### config.mk
export PLATFORM = sky130hd
export DESIGN_NAME = bp_me_nonsynth_lce_tr_driver
export DESIGN_NICKNAME = d
export VERILOG_FILES = /design/src/rtl/bp_me_nonsynth_pkg.sv /design/src/rtl/bp_me_nonsynth_sat_counter.sv /design/src/rtl/bp_me_nonsynth_lce_tr_driver.sv
export SDC_FILE = /design/constraint.sdc
export NUM_CORES = 1
export LEC_CHECK = 0
export ABC_AREA = 0
export CORE_MARGIN = 5
export CORE_UTILIZATION = 45
export CTS_BUF_LIST = sky130_fd_sc_hd__clkbuf_8
export DETAILED_ROUTE_END_ITERATION = 10
export MAX_ROUTING_LAYER = met4
export PLACE_DENSITY = 0.89
export SETUP_SLACK_MARGIN = 0.15
export SYNTH_ARGS = -nofsm -noshare
export SYNTH_HDL_FRONTEND = slang
export SYNTH_SLANG_ARGS = --single-unit
### constraint.sdc
create_clock -name clk_i -period 3.12 [get_ports clk_i]
set_clock_uncertainty 0.1 [all_clocks]
set_input_delay 0.468 -clock clk_i [delete_from_list [all_inputs] [get_ports clk_i]]
set_output_delay 0.468 -clock clk_i [all_outputs]
set_load 0.05 [all_outputs]
### src/rtl/bp_me_nonsynth_pkg.sv
`default_nettype none
// ============================================================================
// Module      : bp_me_nonsynth_pkg
// Description : Shared types for the LCE trace-replay driver: trace opcodes,
//               driver FSM states, trace-packet and ROM-entry struct macros.
// Revision    : 1.0 - initial release
// ============================================================================

`ifndef BP_ME_NONSYNTH_PKG_MACROS
`define BP_ME_NONSYNTH_PKG_MACROS

// Width of one trace-replay packet: 4-bit command, physical address, data word
`define BP_ME_NONSYNTH_LCE_TR_PKT_WIDTH(paddr_width_mp, dword_width_mp) \
  (4 + (paddr_width_mp) + (dword_width_mp))

`define DECLARE_BP_ME_NONSYNTH_LCE_TR_PKT_S(paddr_width_mp, dword_width_mp) \
  typedef struct packed {                                                     \
    logic [3:0]                cmd;                                           \
    logic [paddr_width_mp-1:0] paddr;                                         \
    logic [dword_width_mp-1:0] data;                                          \
  } bp_me_nonsynth_lce_tr_pkt_s

// A ROM entry is the opcode stacked directly above a full trace packet
`define DECLARE_BP_ME_NONSYNTH_TR_ROM_ENTRY_S \
  typedef struct packed {                     \
    bp_me_nonsynth_tr_op_e      op;           \
    bp_me_nonsynth_lce_tr_pkt_s payload;      \
  } bp_me_nonsynth_tr_rom_entry_s

`endif

package bp_me_nonsynth_pkg;

  typedef enum logic [3:0] {
    e_tr_op_nop  = 4'b0000,
    e_tr_op_send = 4'b0001,
    e_tr_op_recv = 4'b0010,
    e_tr_op_wait = 4'b0011,
    e_tr_op_done = 4'b1111
  } bp_me_nonsynth_tr_op_e;

  typedef enum logic [2:0] {
    S_RESET  = 3'd0,
    S_FETCH  = 3'd1,
    S_DECODE = 3'd2,
    S_SEND   = 3'd3,
    S_RECV   = 3'd4,
    S_WAIT   = 3'd5,
    S_DONE   = 3'd6,
    S_ERROR  = 3'd7
  } bp_me_nonsynth_tr_state_e;

endpackage

`default_nettype wire

### src/rtl/bp_me_nonsynth_sat_counter.sv
`default_nettype none
// ============================================================================
// Module      : bp_me_nonsynth_sat_counter
// Description : Clear/up counter that sticks at all-ones instead of wrapping.
//               Clear has priority; a simultaneous up counts from zero.
// Revision    : 1.0 - initial release
// ============================================================================
module bp_me_nonsynth_sat_counter #(
  parameter int width_p = 16
) (
  input  logic               clk_i,
  input  logic               reset_n_i,
  input  logic               clear_i,
  input  logic               up_i,
  output logic [width_p-1:0] count_o
);

  logic [width_p-1:0] count_q;
  logic [width_p-1:0] count_d;

  // Next count: optional clear, then a saturating increment
  always_comb begin
    count_d = clear_i ? '0 : count_q;
    if (up_i && (count_d != '1)) begin
      count_d = count_d + width_p'(1);
    end
  end

  // Count register
  always_ff @(posedge clk_i or negedge reset_n_i) begin
    if (!reset_n_i) begin
      count_q <= '0;
    end else begin
      count_q <= count_d;
    end
  end

  assign count_o = count_q;

endmodule

`default_nettype wire

### src/rtl/bp_me_nonsynth_lce_tr_driver.sv
`default_nettype none
// ============================================================================
// Module      : bp_me_nonsynth_lce_tr_driver
// Description : Trace-replay driver for the mock LCE harness. Walks a
//               synchronous trace ROM, issues command packets, checks the
//               LCE responses and reports done / error / timeout / mismatches.
// Revision    : 1.0 - initial release
// ============================================================================
module bp_me_nonsynth_lce_tr_driver
  import bp_me_nonsynth_pkg::*;
#(
  parameter  int paddr_width_p     = 40,
  parameter  int dword_width_p     = 64,
  parameter  int rom_addr_width_p  = 10,
  parameter  int timeout_p         = 4096,
  parameter  int stop_on_error_p   = 1,
  localparam int tr_ring_width_lp  = `BP_ME_NONSYNTH_LCE_TR_PKT_WIDTH(paddr_width_p, dword_width_p),
  localparam int rom_data_width_lp = 4 + tr_ring_width_lp
) (
  input  logic                         clk_i,
  input  logic                         reset_n_i,
  output logic [rom_addr_width_p-1:0]  rom_addr_o,
  input  logic [rom_data_width_lp-1:0] rom_data_i,
  output logic [tr_ring_width_lp-1:0]  tr_pkt_o,
  output logic                         tr_pkt_v_o,
  input  logic                         tr_pkt_yumi_i,
  input  logic [tr_ring_width_lp-1:0]  tr_pkt_i,
  input  logic                         tr_pkt_v_i,
  output logic                         tr_pkt_ready_o,
  output logic                         done_o,
  output logic                         error_o,
  output logic                         timeout_o,
  output logic [15:0]                  mismatch_count_o
);

  `DECLARE_BP_ME_NONSYNTH_LCE_TR_PKT_S(paddr_width_p, dword_width_p);
  `DECLARE_BP_ME_NONSYNTH_TR_ROM_ENTRY_S;

  // Wide enough to hold timeout_p-1
  localparam int tmo_width_lp = $clog2(timeout_p) + 1;

  bp_me_nonsynth_tr_state_e     state_q, state_d;
  logic [rom_addr_width_p-1:0]  pc_q, pc_d;
  bp_me_nonsynth_tr_rom_entry_s entry_q, entry_d;
  bp_me_nonsynth_tr_rom_entry_s rom_entry;
  logic [15:0]                  wait_cnt_q, wait_cnt_d;
  logic                         timeout_q, timeout_d;
  logic                         advance;
  logic                         tmo_clear, tmo_up, mis_up;
  logic [tmo_width_lp-1:0]      tmo_cnt;

  assign rom_entry = rom_data_i;

  // Cycles spent in RECV without a response
  bp_me_nonsynth_sat_counter #(.width_p(tmo_width_lp)) u_tmo_cnt (
    .clk_i     (clk_i),
    .reset_n_i (reset_n_i),
    .clear_i   (tmo_clear),
    .up_i      (tmo_up),
    .count_o   (tmo_cnt)
  );

  // Responses that differed from the expected packet
  bp_me_nonsynth_sat_counter #(.width_p(16)) u_mis_cnt (
    .clk_i     (clk_i),
    .reset_n_i (reset_n_i),
    .clear_i   (1'b0),
    .up_i      (mis_up),
    .count_o   (mismatch_count_o)
  );

  // Next-state and handshake outputs; "advance" moves to the next trace entry
  always_comb begin
    state_d        = state_q;
    pc_d           = pc_q;
    entry_d        = entry_q;
    wait_cnt_d     = wait_cnt_q;
    timeout_d      = timeout_q;
    advance        = 1'b0;
    tmo_clear      = 1'b0;
    tmo_up         = 1'b0;
    mis_up         = 1'b0;
    tr_pkt_v_o     = 1'b0;
    tr_pkt_ready_o = 1'b0;
    tr_pkt_o       = '0;

    unique case (state_q)
      S_RESET:  state_d = S_FETCH;
      S_FETCH:  state_d = S_DECODE;
      S_DECODE: begin
        entry_d = rom_entry;
        case (rom_entry.op)
          e_tr_op_nop:  advance = 1'b1;
          e_tr_op_send: state_d = S_SEND;
          e_tr_op_recv: begin
            state_d   = S_RECV;
            tmo_clear = 1'b1;
          end
          e_tr_op_wait: begin
            state_d    = S_WAIT;
            wait_cnt_d = rom_entry.payload.data[15:0];
          end
          e_tr_op_done: state_d = S_DONE;
          default:      state_d = S_ERROR;
        endcase
      end
      S_SEND: begin
        tr_pkt_v_o = 1'b1;
        tr_pkt_o   = entry_q.payload;
        if (tr_pkt_yumi_i) advance = 1'b1;
      end
      S_RECV: begin
        tr_pkt_ready_o = 1'b1;
        // A response landing on the threshold cycle takes precedence
        if (tr_pkt_v_i) begin
          if (tr_pkt_i == entry_q.payload) begin
            advance = 1'b1;
          end else begin
            mis_up = 1'b1;
            if (stop_on_error_p != 0) state_d = S_ERROR;
            else                      advance = 1'b1;
          end
        end else if (tmo_cnt == tmo_width_lp'(timeout_p - 1)) begin
          timeout_d = 1'b1;
          state_d   = S_ERROR;
        end else begin
          tmo_up = 1'b1;
        end
      end
      S_WAIT: begin
        // A count of 0 or 1 both spend exactly one cycle here
        if (wait_cnt_q <= 16'd1) advance = 1'b1;
        else                     wait_cnt_d = wait_cnt_q - 16'd1;
      end
      S_DONE:   state_d = S_DONE;
      S_ERROR:  state_d = S_ERROR;
      default:  state_d = S_ERROR;
    endcase

    // Running off the end of the ROM is an error; pc never wraps to 0
    if (advance) begin
      if (&pc_q) begin
        state_d = S_ERROR;
      end else begin
        pc_d    = pc_q + rom_addr_width_p'(1);
        state_d = S_FETCH;
      end
    end
  end

  // Driver state registers
  always_ff @(posedge clk_i or negedge reset_n_i) begin
    if (!reset_n_i) begin
      state_q    <= S_RESET;
      pc_q       <= '0;
      entry_q    <= '0;
      wait_cnt_q <= '0;
      timeout_q  <= 1'b0;
    end else begin
      state_q    <= state_d;
      pc_q       <= pc_d;
      entry_q    <= entry_d;
      wait_cnt_q <= wait_cnt_d;
      timeout_q  <= timeout_d;
    end
  end

  assign rom_addr_o = pc_q;
  assign done_o     = (state_q == S_DONE);
  assign error_o    = (state_q == S_ERROR);
  assign timeout_o  = timeout_q;

endmodule

`default_nettype wire

## Word level (Yosys, flattened, before mapping)

Cells that the tools add are included.

- Bits of input ports: 224
- Flip-flop bits (word level): 167
- Word-level logic and storage cells: 76
- Output and inout port bits: 139

- $lt $le $gt $ge: 1
- Reduce and logical (&&, ||, !) cells: 11
- Eq/ne operators: 20
- Multiplexer cells: 29
- $add $sub $neg: 4
- Bitwise gates (word level): 2

Operators by type and width:

| cell | count |
|---|---|
| == test 108 bit | 1 |
| two-way mux 108 bit | 1 |
| two-way mux 16 bit | 2 |
| case mux 16 bit (2 select lines) | 1 |
| two-way mux 13 bit | 2 |
| case mux 3 bit (6 select lines) | 1 |
| adder 16 x 1 -> 16 bit (second input constant) | 1 |
| less-or-equal comparator 16 x 1 -> 1 bit (second input constant) | 1 |
| != test 16 bit (second input constant) | 1 |
| subtractor 16 x 1 -> 16 bit (second input constant) | 1 |
| two-way mux 1 bit | 15 |
| two-way mux 3 bit | 5 |
| case mux 3 bit (5 select lines) | 1 |
| adder 13 x 1 -> 13 bit (second input constant) | 1 |
| == test 13 x 12 -> 1 bit (second input constant) | 1 |
| != test 13 bit (second input constant) | 1 |
| == test 3 bit (second input constant) | 4 |
| adder 10 x 1 -> 10 bit (second input constant) | 1 |
| AND reduction 10 bit | 1 |
| == test 4 x 2 -> 1 bit (second input constant) | 2 |
| != test 4 bit (second input constant) | 2 |
| nonzero test 7 bit | 1 |
| == test 3 x 2 -> 1 bit (second input constant) | 2 |
| AND reduction 3 bit | 2 |
| other kinds (14) | 16 |

## Depth between registers and ports, before layout

- Depth after elaboration: 7
- Gate-level depth with buffers: 12
- Mapped depth without buffers: 12

## Modules after synthesis

From an unflattened synthesis, not the netlist that was laid out.

- Cells, all modules: 890
- Area, all modules: 9510.4 µm²

Modules (own cells, without submodules):

| module | cells each | area an instance (µm²) | times used |
|---|---|---|---|
| bp_me_nonsynth_lce_tr_driver | 730 | 7803.7 | 1 |
| bp_me_nonsynth_sat_counter at u_mis_cnt | 85 | 923.4 | 1 |
| bp_me_nonsynth_sat_counter at u_tmo_cnt | 75 | 783.3 | 1 |

## Worst setup path after synthesis

No wires, ideal clock.

- Path kind: input to register
- From: in rom_data_i[109]
- To: reg u_tmo_cnt.count_q[11], in the netlist u_tmo_cnt.count_o[11]
- Required time: 2.897 ns
- Slack: 0.186 ns
- Stages on the path: 11
- Arrival time: 2.711 ns
- Buffers on the path: 0
- Cells stage by stage: inv_1 > nor3_1 > nand3b_1 > and2_1 > ha_1 > nand3_1 > nor3_1 > a311oi_4 > or3b_1 > nor2_1 > xnor2_1

- Cells in the longest elaborated chain, start to end: 7

RTL lines:

| element | RTL line | RTL |
|---|---|---|
| from (decl) | bp_me_nonsynth_lce_tr_driver.sv:23 | `input logic [rom_data_width_lp-1:0] rom_data_i,` |
| == test 4 x 2 -> 1 bit * | bp_me_nonsynth_lce_tr_driver.sv:92 | `case (rom_entry.op)` |
| two-way mux 1 bit * | bp_me_nonsynth_lce_tr_driver.sv:92 |  |
| two-way mux 1 bit * | bp_me_nonsynth_lce_tr_driver.sv:87 | `unique case (state_q)` |
| two-way mux 13 bit * | bp_me_nonsynth_sat_counter.sv:23 | `count_d = clear_i ? '0 : count_q;` |
| branches (longest 2 deep; another with adder 13 x 1 -> 13 bit) | -- |  |
| two-way mux 13 bit * | bp_me_nonsynth_sat_counter.sv:24 | `if (up_i && (count_d != '1)) begin` |
| via u_tmo_cnt.count_d[11] | bp_me_nonsynth_sat_counter.sv:19 | `logic [width_p-1:0] count_d;` |
| to (signal assigned) | bp_me_nonsynth_sat_counter.sv:34 | `count_q <= count_d;` |
| to (decl) | bp_me_nonsynth_sat_counter.sv:18 | `logic [width_p-1:0] count_q;` |

Mark *: on every way through the listed nets, which the timed path passes.
A chain may end at the register's enable or synchronous reset.

## Worst setup path in the final report

- From: in tr_pkt_i[2]
- To: reg state_q[2]

- Cells in the longest elaborated chain, start to end: 6

RTL lines:

| element | RTL line | RTL |
|---|---|---|
| from (decl) | bp_me_nonsynth_lce_tr_driver.sv:27 | `input logic [tr_ring_width_lp-1:0] tr_pkt_i,` |
| == test 108 bit * | bp_me_nonsynth_lce_tr_driver.sv:116 | `if (tr_pkt_i == entry_q.payload) begin` |
| two-way mux 1 bit | bp_me_nonsynth_lce_tr_driver.sv:116 |  |
| two-way mux 1 bit | bp_me_nonsynth_lce_tr_driver.sv:115 | `if (tr_pkt_v_i) begin` |
| case mux 1 bit (4 select lines) | bp_me_nonsynth_lce_tr_driver.sv:87 |  |
| != test 4 bit (no source line), or another cell as far along | -- |  |
| AND reduction 4 bit (no source line) | -- |  |
| to (signal assigned) | bp_me_nonsynth_lce_tr_driver.sv:160 | `state_q <= state_d;` |
| to (decl) | bp_me_nonsynth_lce_tr_driver.sv:42 | `bp_me_nonsynth_tr_state_e state_q, state_d;` |

Mark *: on every way between the ends. The rest lies on a longest branch, timed or not.

==> out/qor.tcl <==
set qor(finish.net_count) 1683
set qor(initial_antenna_violation_count) 1
set qor(max_slew.worst_pin.slew_ns) 1.04
set qor(final_cell_mix) {sky130_fd_sc_hd__nand2_1 (354), sky130_fd_sc_hd__clkdlybuf4s50_1 (250), sky130_fd_sc_hd__dfrtp_1 (164), sky130_fd_sc_hd__xnor2_1 (118), sky130_fd_sc_hd__and2_1 (114)}
set qor(cts-root-buf) {sky130_fd_sc_hd__clkbuf_8}
set qor(yosysWarningCount) 0
set qor(first_global_vias) 9236
set qor(drt-pass1-iter-count) 5
set qor(vias_per_cell) 5.26
set qor(fp.dieH_um) 153
set qor(cap_violations) 0
set qor(cts_made_buffers) 17
set qor(post_route_cells_drive_above_1_share) 0.156
set qor(hold_viol_final) 0
set qor(coreArea_mm2) 0.0202
set qor(syn_avg_cell_area_um2) 8.50
set qor(gpl.final_weighted_congestion) 0.964
set qor(tritoncts_clock_tree) {done}
set qor(fin_area_mm2) 0.0144
set qor(detail_route.wirelength_um) 34800
set qor(ir_worst_vdd_v) 0.000595
set qor(edff_count_synth) 0
set qor(dieArea_mm2) 0.0233
set qor(gr_ovfl_total) 0
set qor(hpwlAfterDp_um) 26800
set qor(initialDrtViolationCount) 602
set qor(max_freq_ghz) 0.335
set qor(wire_per_inst_um) 20.0
set qor(ys_ff_latch) 167
set qor(sequential_cell_area_mm2) 0.00418
set qor(worstPathRequired_ns) 3.37
set qor(postSynth.topFlopCell) {sky130_fd_sc_hd__dfrtp_1}
set qor(io-pin-count) 363
set qor(netlist_area_before_placement_mm2) 0.00917
set qor(outcome) {finished, final reports clean}
set qor(groute.usage.overall) 0.300
set qor(chipWidth_um) 153
set qor(route.vias.total) 9119
set qor(drcViolationCount) 0
set qor(cp-start-kind) {input pin}
set qor(final.period_utilization) 0.955
set qor(grt_setup_unrepaired) {true}
set qor(clock_insertion_delay_at_the_later_pin_of_the_skew_report_ns) 0.46
set qor(max-slew-margin-rel) 0.301
set qor(drtAntennaViolNets) 0
set qor(clk_pin_slew_worst_paths_ns) 0.09
set qor(final.fill_count) 1453
set qor(maximum_number_of_pins_on_one_net_before_global_route_repair) 82
set qor(core.rowCount) 52
set qor(syn_to_final_growth_pct) 57.1
set qor(first_pass_grt_wire_length_um) 53000
set qor(timing.final.setup_violations) 0
set qor(postSynthCellCount) 1079
set qor(timing.setup.critical_path_class) {input pin to flip-flop}
set qor(dpl_cell_area_mm2) 0.0138
set qor(critical_path_arrival_ns) 3.23
set qor(power.leakage_nw) 6.40
set qor(layout_min_cycle_time_ns) 2.98
set qor(tritoncts_num_sinks) 167
set qor(ys_seq_area_frac) 0.456
set qor(port-buffer-count) 362
set qor(mostFrequentLayoutCell) {sky130_fd_sc_hd__nand2_1}
set qor(initial_utilization) 0.454
set qor(dp_slack_ns) -0.756
set qor(final.setup.worst_slack_ns) 0.139
set qor(synthDistinctLibCells) 49
set qor(worstSetupEndpointType) {flip-flop}
set qor(multi_input_comb_area_mm2) 0.00495
set qor(synthArstFlopShare) 1.00
set qor(timing.hold.worst.class) {flip-flop to flip-flop}
set qor(clockBufferDepth) 2
set qor(final_max_slew_viol_count) 0
set qor(timing.setup.tns_ns) 0
set qor(h-tree-depth) 4
set qor(crit_path_max_fanout) 3
set qor(power-per-cell-area_mw_per_mm2) 943
set qor(mappedNetlistNets) 1309
==> critical path, stage by stage <==
cell,delay [ns]
sky130_fd_sc_hd__clkdlybuf4s50_1,0.45
sky130_fd_sc_hd__xnor2_2,0.29
sky130_fd_sc_hd__nand4_1,0.18
sky130_fd_sc_hd__nor4_2,0.34
sky130_fd_sc_hd__buf_4,0.15
sky130_fd_sc_hd__nand4_1,0.17
sky130_fd_sc_hd__o31ai_2,0.31
sky130_fd_sc_hd__buf_4,0.16
sky130_fd_sc_hd__or3_4,0.14
sky130_fd_sc_hd__mux2_4,0.30
sky130_fd_sc_hd__mux2_4,0.26
==> logic make-up (layout without fill, tap and decap cells) <==
kind of cell | after synthesis | count (layout) | share of synthesized area
and+or+nand+nor | 630 | 630 | 0.320
other | 0 | 1 | 0
muxes | 8 | 8 | 0.00983
adders and majority gates | 6 | 6 | 0.00819
DFF | 167 | 167 | 0.456
xor gates and xnor gates | 142 | 142 | 0.136
buffers and inverters | 60 | 445 | 0.0262
AOI/OAI and AO/OA | 66 | 66 | 0.0438
==> area by class of cell <==
type,instances,area share
Sequential cell,167,0.291
Inverter,9,0.00252
Antenna cell,1,0.000174
Clock buffer,18,0.0172
Timing Repair Buffer,406,0.313
Tap cell,270,0.0235
Clock inverter,12,0.00904
Multi-Input combinational cell,852,0.344
==> where the power goes <==
| group | switching (mW) | total [mW] | internal (mW) |
|---|---|---|---|
| Clock | 0.849 | 1.57 | 0.726 |
| Combinational | 4.60 | 7.98 | 3.38 |
| Sequential | 0.959 | 4.01 | 3.05 |
==> what timing repair did <==
item / CTS / global route
gates resized for setup: 19 / 19
hold endpoints to repair: 62 / 0
pin swaps: 11 / 12
hold buffers: 1 / 0
setup endpoints to repair: 18 / 51
setup buffers: 2 / 2
==> path summary, 6_finish.rpt <==
| path | startpoint | to | slack (ns) | depth (start not counted) |
|---|---|---|---|---|
| min | timeout_o | timeout_o | 0.40 | 1 |
| max in group asynchronous | reset_n_i | entry_q[47] | 1.66 | 3 |
| min reg2reg | timeout_o | timeout_o | 0.40 | 1 |
| min in group asynchronous | reset_n_i | entry_q[107] | 0.47 | 2 |
| max | tr_pkt_i[2] | state_q[2] | 0.14 | 11 |
| max reg2reg | entry_q[47] | state_q[2] | 0.16 | 11 |
==> state kept, by name, summed over array words and instances, names as in the netlist <==
register / flops
entry_q: 108
u_mis_cnt.count_o: 16
wait_cnt_q: 16
u_tmo_cnt.count_o: 13
rom_addr_o: 10
state_q: 3
timeout_o: 1
==> metal layers <==
metal,wire length [um],vias to the layer above,GRT usage
li1,-,4217,-
met5,0,-,-
met4,1640,0,0.133
met3,2770,92,0.0770
met1,13600,4388,0.352
met2,16800,422,0.488
==> synthesized netlist by cell type, types with 3 or more instances <==
master                       n  area, um^2
sky130_fd_sc_hd__nor3_1     18        90.1
sky130_fd_sc_hd__nand2b_1    3        18.8
sky130_fd_sc_hd__or2_2       3        18.8
sky130_fd_sc_hd__nor4_1      9        56.3
sky130_fd_sc_hd__ha_1        6        75.1
sky130_fd_sc_hd__o21ai_0    26         130
sky130_fd_sc_hd__dfrtp_1   167        4180
sky130_fd_sc_hd__nor4_2      3        37.5
sky130_fd_sc_hd__mux2_2      6        67.6
sky130_fd_sc_hd__xor2_1     17         149
sky130_fd_sc_hd__xnor2_1   125        1090
sky130_fd_sc_hd__nand3b_1    3        22.5
sky130_fd_sc_hd__buf_1       3        11.3
sky130_fd_sc_hd__or3_1       5        31.3
sky130_fd_sc_hd__nand4_1    37         231
sky130_fd_sc_hd__nor2_1     43         161
sky130_fd_sc_hd__a22oi_1     3        22.5
sky130_fd_sc_hd__clkbuf_1   45         169
sky130_fd_sc_hd__and2_1    114         713
sky130_fd_sc_hd__and3_1      6        37.5
sky130_fd_sc_hd__a21oi_1    20         100
sky130_fd_sc_hd__nand2_1   354        1330
sky130_fd_sc_hd__nand3_1    23         115
sky130_fd_sc_hd__inv_1       8        30.0
==> through the flow <==
| stage | util | instances | hold WS (ns) | total power [mW] |
|---|---|---|---|---|
| after floorplan | - | 1079 | 0.0724 | 8.32 |
| after global placement | 0.683 | 1699 | 0.341 | 11.6 |
| after detailed placement | 0.683 | 1699 | 0.372 | 11.8 |
| after CTS | 0.708 | 1732 | 0.392 | 13.5 |
| after global routing | 0.714 | 1735 | 0.417 | 14.3 |
| final | 0.714 | 1735 | 0.397 | 13.6 |
(Power assumes the default switching activity.)
